<file path="config.mk">
export PLATFORM = sky130hd
export DESIGN_NAME = layer_priority_mux
export DESIGN_NICKNAME = d
export VERILOG_FILES = /design/src/rtl/layer_mux_pkg.sv /design/src/rtl/layer_priority_mux_prio_encoder.sv /design/src/rtl/layer_priority_mux.sv
export SDC_FILE = /design/constraint.sdc
export NUM_CORES = 1
export LEC_CHECK = 0
export ABC_CLOCK_PERIOD_IN_PS = 1900
export CORE_MARGIN = 2
export CORE_UTILIZATION = 45
export DETAILED_ROUTE_END_ITERATION = 10
export PLACE_DENSITY = 0.83
export SLEW_MARGIN = 20
export SYNTH_ARGS = -nofsm -noshare
export SYNTH_HDL_FRONTEND = slang
export SYNTH_SLANG_ARGS = --single-unit
</file>
<file path="constraint.sdc">
create_clock -name clk -period 1.9 [get_ports clk]
set_input_delay 0.285 -clock clk [delete_from_list [all_inputs] [get_ports clk]]
set_output_delay 0.285 -clock clk [all_outputs]
set_load 0.02 [all_outputs]
</file>
<file path="src/rtl/layer_mux_pkg.sv">
// Shared types and helpers for the layer priority compositor.
// rgb_t is the default 8-bit pixel type; popcount_ge2 detects overlapping requests.
package layer_mux_pkg;

    localparam int unsigned RGB_W_DEFAULT = 8;
    localparam int unsigned MAX_LAYERS    = 64;

    typedef logic [RGB_W_DEFAULT-1:0] rgb_t;

    // The background winner code is one past the last layer index.
    function automatic int unsigned bg_winner_code(input int unsigned num_layers);
        return num_layers;
    endfunction

    // Clearing the lowest set bit leaves something only when two or more bits were set.
    function automatic logic popcount_ge2(input logic [MAX_LAYERS-1:0] v);
        logic [MAX_LAYERS-1:0] one_v;
        one_v = MAX_LAYERS'(1'b1);
        return |(v & (v - one_v));
    endfunction

endpackage

</file>
<file path="src/rtl/layer_priority_mux_prio_encoder.sv">
// Combinational lowest-index-first encoder: found flag, binary index and one-hot grant.
// With no request the index reports NUM_LAYERS (the background code).
module prio_encoder #(
    parameter int unsigned NUM_LAYERS = 8,
    parameter int unsigned IDX_W      = $clog2(NUM_LAYERS + 1)
) (
    input  logic [NUM_LAYERS-1:0] i_req,
    output logic                  o_found,
    output logic [IDX_W-1:0]      o_index,
    output logic [NUM_LAYERS-1:0] o_grant
);

    localparam logic [NUM_LAYERS-1:0] LSB_ONE = NUM_LAYERS'(1'b1);

    logic [IDX_W-1:0] w_index_raw;

    // Isolate the lowest set request bit, then fold it into a binary index.
    always_comb begin
        o_grant     = i_req & (~i_req + LSB_ONE);
        o_found     = |i_req;
        w_index_raw = '0;
        for (int i = 0; i < NUM_LAYERS; i++) begin
            w_index_raw = w_index_raw | (IDX_W'(i) & {IDX_W{o_grant[i]}});
        end
        o_index = o_found ? w_index_raw : IDX_W'(NUM_LAYERS);
    end

endmodule

</file>
<file path="src/rtl/layer_priority_mux.sv">
// Two-stage N-layer pixel compositor with run-time enable mask and per-frame collision flags.
// Optional colour keying is compiled in with the LAYER_MUX_COLORKEY_EN macro.
module layer_priority_mux
    import layer_mux_pkg::*;
#(
    parameter int unsigned       NUM_LAYERS = 8,
    parameter int unsigned       RGB_W      = 8,
    parameter logic [RGB_W-1:0]  COLOR_KEY  = 8'hFF
) (
    input  logic                                 clk,
    input  logic                                 reset,
    input  logic [NUM_LAYERS-1:0]                draw_req,
    input  logic [NUM_LAYERS*RGB_W-1:0]          layer_rgb,
    input  logic [RGB_W-1:0]                     bg_rgb,
    input  logic                                 frame_start,
    input  logic                                 mask_wr,
    input  logic [NUM_LAYERS-1:0]                mask_data,
    output logic [RGB_W-1:0]                     rgb_out,
    output logic [$clog2(NUM_LAYERS+1)-1:0]      winner,
    output logic [NUM_LAYERS-1:0]                collision_frame,
    output logic                                 collision_valid
);

    localparam int unsigned      WIN_W   = $clog2(NUM_LAYERS + 1);
    localparam logic [WIN_W-1:0] BG_CODE = WIN_W'(bg_winner_code(NUM_LAYERS));
`ifdef LAYER_MUX_COLORKEY_EN
    localparam logic             KEY_EN  = 1'b1;
`else
    localparam logic             KEY_EN  = 1'b0;
`endif

    logic [NUM_LAYERS-1:0]       r_mask;
    logic [NUM_LAYERS-1:0]       w_key_ok;
    logic [NUM_LAYERS-1:0]       w_q;

    logic [NUM_LAYERS-1:0]       r_q;
    logic [NUM_LAYERS*RGB_W-1:0] r_rgb;
    logic [RGB_W-1:0]            r_bg;
    logic                        r_fs;

    logic                        w_found;
    logic [WIN_W-1:0]            w_index;
    logic [NUM_LAYERS-1:0]       w_grant;
    logic [RGB_W-1:0]            w_layer_rgb;
    logic [RGB_W-1:0]            w_pix_rgb;
    logic [NUM_LAYERS-1:0]       w_coll;

    logic [NUM_LAYERS-1:0]       r_acc;

    // A keyed (transparent) colour drops out of arbitration only when keying is compiled in.
    always_comb begin
        w_key_ok = '0;
        for (int i = 0; i < NUM_LAYERS; i++) begin
            w_key_ok[i] = (layer_rgb[i*RGB_W +: RGB_W] != COLOR_KEY) | ~KEY_EN;
        end
        w_q = draw_req & r_mask & w_key_ok;
    end

    // Layer enable mask; a write takes effect on the next presented pixel.
    always_ff @(posedge clk) begin
        if (reset) begin
            r_mask <= '1;
        end else if (mask_wr) begin
            r_mask <= mask_data;
        end else begin
            r_mask <= r_mask;
        end
    end

    // Stage 1: capture qualified requests, colours and frame marker.
    always_ff @(posedge clk) begin
        if (reset) begin
            r_q   <= '0;
            r_rgb <= '0;
            r_bg  <= '0;
            r_fs  <= 1'b0;
        end else begin
            r_q   <= w_q;
            r_rgb <= layer_rgb;
            r_bg  <= bg_rgb;
            r_fs  <= frame_start;
        end
    end

    prio_encoder #(
        .NUM_LAYERS (NUM_LAYERS),
        .IDX_W      (WIN_W)
    ) u_prio_encoder (
        .i_req   (r_q),
        .o_found (w_found),
        .o_index (w_index),
        .o_grant (w_grant)
    );

    // One-hot AND-OR select of the winning colour, falling back to background.
    always_comb begin
        w_layer_rgb = '0;
        for (int i = 0; i < NUM_LAYERS; i++) begin
            w_layer_rgb = w_layer_rgb | ({RGB_W{w_grant[i]}} & r_rgb[i*RGB_W +: RGB_W]);
        end
        w_pix_rgb = w_found ? w_layer_rgb : r_bg;
        w_coll    = popcount_ge2(MAX_LAYERS'(r_q)) ? r_q : '0;
    end

    // Stage 2: registered pixel outputs and collision accumulation with frame snapshot.
    always_ff @(posedge clk) begin
        if (reset) begin
            rgb_out         <= '0;
            winner          <= BG_CODE;
            collision_frame <= '0;
            collision_valid <= 1'b0;
            r_acc           <= '0;
        end else begin
            rgb_out <= w_pix_rgb;
            winner  <= w_found ? w_index : BG_CODE;
            if (r_fs) begin
                // The boundary pixel belongs to the new frame, so it seeds the accumulator.
                collision_frame <= r_acc;
                collision_valid <= 1'b1;
                r_acc           <= w_coll;
            end else begin
                collision_frame <= collision_frame;
                collision_valid <= 1'b0;
                r_acc           <= r_acc | w_coll;
            end
        end
    end

endmodule

</file>
[Yosys cells after proc, flatten, opt, wreduce, memory -nomap -nowiden]
Index checks and enable logic that the tools add are counted.
Word-level totals
  bits of input ports: 92
  output and inout port bits: 21
  word-level logic and storage cells: 46
  bits in registers: 118
Operators by class
  bitwise operators: 27
  add/sub/neg operators: 2
  muxes and demuxes: 4
  reductions and logical operators: 3
Operators with widths (number)
  8-bit bitwise AND: 10
  8-bit by 64-bit bitwise AND with 64-bit output: 1
  8-bit OR: 8
  64-bit OR reduction: 1
  8-bit two-way mux: 3
  4-bit by 3-bit OR with 4-bit output: 4
  8-bit by 1-bit subtractor with 9-bit output, second input constant: 1
  8-bit by 1-bit adder with 8-bit output, second input constant: 1
  8-bit NOT: 1
  8-bit OR reduction: 1
  1-bit by 2-bit OR with 2-bit output: 1
  2-bit OR: 1
  2-bit OR reduction: 1
  1-bit two-way mux: 1
  1-bit NOT: 1

[Longest topological paths before layout]
  depth in word-level cells: 12
  gate-level depth with buffers: 6

[Cells and area by module]
From an unflattened synthesis, not the netlist that was laid out.
Unflattened totals
  cells, all modules: 377
  area, all modules: 4010.1 um^2
Modules (own cells, without submodules)
  layer_priority_mux: times used 1, cells each 355, area an instance 3860.0 um^2
  prio_encoder: times used 1, cells each 22, area an instance 150.1 um^2

[Least setup slack after synthesis]
No wires, ideal clock.
  path type: reg2reg
  from: reg r_q[2]
  to: reg rgb_out[6]
  data arrival time: 1625 ps
  clock period less this slack: 1699 ps
  required time: 1826 ps
  setup slack: 201 ps
  buffers on the path: 1
  stages on the path, launching flop included: 6
  cell sequence: dfxtp_1 -> buf_6 -> or4_4 -> nor4_4 -> a22oi_1 -> a31oi_1
On the way
  cells in the longest elaborated chain, start to end: 11
  elaborated cells between the ends (all ways): 17
  those cells by class: 1 x add/sub; 1 x mux; 14 x bitwise; 1 x reduce/logical
Ends and longest elaborated chain
  start, declared: RTL line layer_priority_mux.sv:36  | logic [NUM_LAYERS-1:0] r_q;
  start signal, assigned: RTL line layer_priority_mux.sv:78  | r_q <= w_q;
  8-bit NOT: RTL line layer_priority_mux_prio_encoder.sv:19  | o_grant = i_req & (~i_req + LSB_ONE);
  8-bit by 1-bit adder with 8-bit output: RTL line layer_priority_mux_prio_encoder.sv:19
  8-bit bitwise AND: RTL line layer_priority_mux_prio_encoder.sv:19
  8-bit bitwise AND: RTL line layer_priority_mux.sv:99  | w_layer_rgb = w_layer_rgb | ({RGB_W{w_grant[i]}} & r_rgb[i*RGB_W +: RGB_W]);
  8-bit OR (6 in series): RTL line layer_priority_mux.sv:99
  8-bit two-way mux *: RTL line layer_priority_mux.sv:101  | w_pix_rgb = w_found ? w_layer_rgb : r_bg;
  end signal, assigned: RTL line layer_priority_mux.sv:114  | rgb_out <= w_pix_rgb;
  end, declared: RTL line layer_priority_mux.sv:18  | output logic [RGB_W-1:0] rgb_out,
Mark *: on every way between the ends. The rest lies on a longest branch, timed or not.
A chain may end at the register's enable or synchronous reset.

[Final worst setup path]
  from: reg r_q[3]
  to: reg rgb_out[4]
On the way
  cells in the longest elaborated chain, start to end: 10
  elaborated cells between the ends (all ways): 15
  those cells by class: 1 x add/sub; 1 x mux; 12 x bitwise; 1 x reduce/logical
Ends and longest elaborated chain (RTL line)
  8-bit NOT: layer_priority_mux_prio_encoder.sv:19
  8-bit by 1-bit adder with 8-bit output: layer_priority_mux_prio_encoder.sv:19
  8-bit bitwise AND: layer_priority_mux_prio_encoder.sv:19
  8-bit bitwise AND: layer_priority_mux.sv:99
  8-bit OR (5 in series): layer_priority_mux.sv:99
  8-bit two-way mux *: layer_priority_mux.sv:101
Marked as above.

==> results.txt <==
Status: finished clean
Layout area overhead: 46.61%
Clock sinks: 118
Initial Util: 0.4618
Most frequent cells in the layout: dfxtp_1 (118), clkdlybuf4s50_1 (111), nor2b_1 (84)
Initial DRC Count: 150
Crit share post-route: 0.9356
Setup violators final: 0
Reg2Reg Depth: 4
Leakage: 2.277 nW
Syn Inst Count: 380
CTS Buf Count: 17
Input/output buffers: 112
RSZ-0062 raised after global routing: no
Global-route wire length before repair: 15120 µm
WS Path Type: flip-flop to flip-flop
Register area share after synthesis: 0.5894
Biggest area consumer among synthesized cells: dfxtp_1
Setup TNS: 0 ns
Commonest non-fill, non-tap cell in the layout: dfxtp_1
Wirelength, routed: 9518 µm
Root buf cell: clkbuf_8
Worst EP arrival: 2.20 ns
Placed Cells: 585
Final Core Density: 0.6770
DRC: 0
Setup Skew: 0.004111 ns
Critical-path maximum fanout: 9
Synth top area share: 0.5894
Rel. slew slack: 0.5200
Routed Antenna Nets: 0
Clock Tree Buf Depth: 2
WHS Path Cells: 2
RePlAce Congestion: 0.8324
Worst skew pair latency: 0.51 ns
GRT Util Overall: 0.2022
CP Capture Type: flip-flop
Mapped Avg Cell Area: 10.55 µm²
CP Data Required Time: 2.32 ns
Die X: 98.37 µm
R2r startpoint: r_q[3]
IR drop worst, VDD: 0.6463 mV
Wire length per cell: 15.40 µm
H-tree levels: 4
Synth cell types: 32
Cell Area, Synth: 4008 µm²
Syn nets: 472
Pwr Density: 1116 nW/µm²
Hold/Removal Path Class: input pin to flip-flop
Vias: 3190
FP Rows: 34
Final Hold Violating Endpoints: 0
Vias in the first global route: 3257
Warnings, synthesis: 0
Die area: 9677 µm²
Final std cells w/o fill: 618
Core area: 8678 µm²
Ant. Diodes: 0
Initial antenna violation count: 0
Nets: 589
Hold Crit Start: reset
Max Clk Rate: 562.5 MHz
TritonCTS clock tree: done
Gr ovfl total: 0
Max Slew Vio Count: 0
Min Tclk post-route: 1.778 ns
Number of max-cap violations: 0
Die Y: 98.37 µm
Post-synthesis register bit count: 118
Share of cells above drive strength 1: 0.1039
Worst-path clk slew: 0.05 ns
Startpoint class of the critical path: flip-flop
HPWL Detailed: 6607 µm
Slew @ Worst Pin: 0.7200 ns
Via/cell ratio: 5.162
# fillers: 634
Detailed Routing Iterations Pass 1: 5
Largest net degree at the start of global routing: 75
Largest cells by area after synthesis: dfxtp_1 (59%), nor2b_1 (13%), a22oi_1 (3.2%)
Top Ports: 113
Crit path from: r_q[3]
[final timing paths]
check	to	slack [ns]
max	rgb_out[4]	0.12
min	r_rgb[55]	0.31
max reg2reg	rgb_out[4]	0.12
min reg2reg	r_q[6]	0.43
[sequential cells by signal (all words and copies together) (netlist names)]
signal and cells:
rgb_out 8, collision_frame 8, r_mask 8, r_q 8
collision_valid 1, r_acc 8, r_bg 8, r_rgb 64
r_fs 1, winner 4
[power by group]
group / internal [mW] / switching (mW) / leakage (nW) / total [mW]
logic: 0.369 / 0.266 / 0.991 / 0.636
registers: 2.62 / 0.0701 / 0.979 / 2.69
clock network: 2.20 / 1.04 / 0.307 / 3.23
total: 5.19 / 1.37 / 2.28 / 6.56
[per-stage QoR]
step / total power [mW] / setup WS (ns) / hold slack (ns) / area (µm²)
2_1_floorplan: 3.027 / 0.2009 / 0.4029 / 4008
3_3_place_gp: 3.348 / 0.1063 / 0.4203 / 5244
3_5_place_dp: 3.363 / 0.03545 / 0.4201 / 5244
4_1_cts: 6.577 / 0.07313 / 0.3162 / 5862
5_1_grt: 6.764 / 0.003062 / 0.3148 / 5876
6_report: 6.559 / 0.1224 / 0.3110 / 5876
[timing repair]
action / 4_1_cts / 5_1_grt
pin swaps: 1 / 1
setup buffers: 0 / 1
hold buffers: 0 / 0
endpoints found under the setup margin: 1 / 8
gates resized for setup: 0 / 1
[logic make-up (layout without fill, tap and decap cells)]
| group | count (synthesis) | in the layout | share of synthesized area |
|---|---|---|---|
| buffers and inverters | 31 | 161 | 0.03153 |
| AND/OR/NAND/NOR | 144 | 144 | 0.2110 |
| flip-flops | 118 | 118 | 0.5894 |
| AO/OA/AOI/OAI | 78 | 78 | 0.1455 |
| adder cells (fa/ha/maj) | 1 | 1 | 0.002498 |
| multiplexers | 8 | 8 | 0.01998 |
[worst max-delay path: stages, from the launching register on]
cell     delay (ns)
dfxtp_1        0.39
or4_4          0.48
nor3b_4        0.44
a22oi_1        0.16
a41oi_1        0.21
[cells in the mapped netlist, drive strengths merged]
library cell  number
dfxtp            118
nor2b             84
clkbuf            20
nor2              20
a22oi             17
nand2             15
a21oi             11
o21ai             11
nand2b            10
a211o              8
a221o              8
a22o               8
buf                8
mux2i              8
a41oi              7
nor3               5
o31ai              4
inv                3
nor4               3
or2                2
or4                2
a2111o             1
a211oi             1
a31oi              1
and3b              1
maj3               1
nand3              1
nor3b              1
o31a               1
[routing by layer]
layer / vias up / routed length, µm / track usage
met5: - / 0 / 0
met1: 1496 / 3836 / 0.2327
li1: 1538 / - / -
met3: 24 / 576 / 0.06299
met4: 0 / 323 / 0.1022
met2: 132 / 4781 / 0.3391
[area by class of cell]
| cell class | instances | area (µm²) | area share |
|---|---|---|---|
| tap | 108 | 135.1 | 0.02300 |
| timing repair buffer | 126 | 1224 | 0.2083 |
| multi-input combinational | 231 | 1525 | 0.2596 |
| clock buffer | 24 | 500.5 | 0.08518 |
| clock inverter | 8 | 117.6 | 0.02002 |
| inverter | 3 | 11.26 | 0.001917 |
| sequential | 118 | 2362 | 0.4020 |
Power figures use the tool's default switching activity.
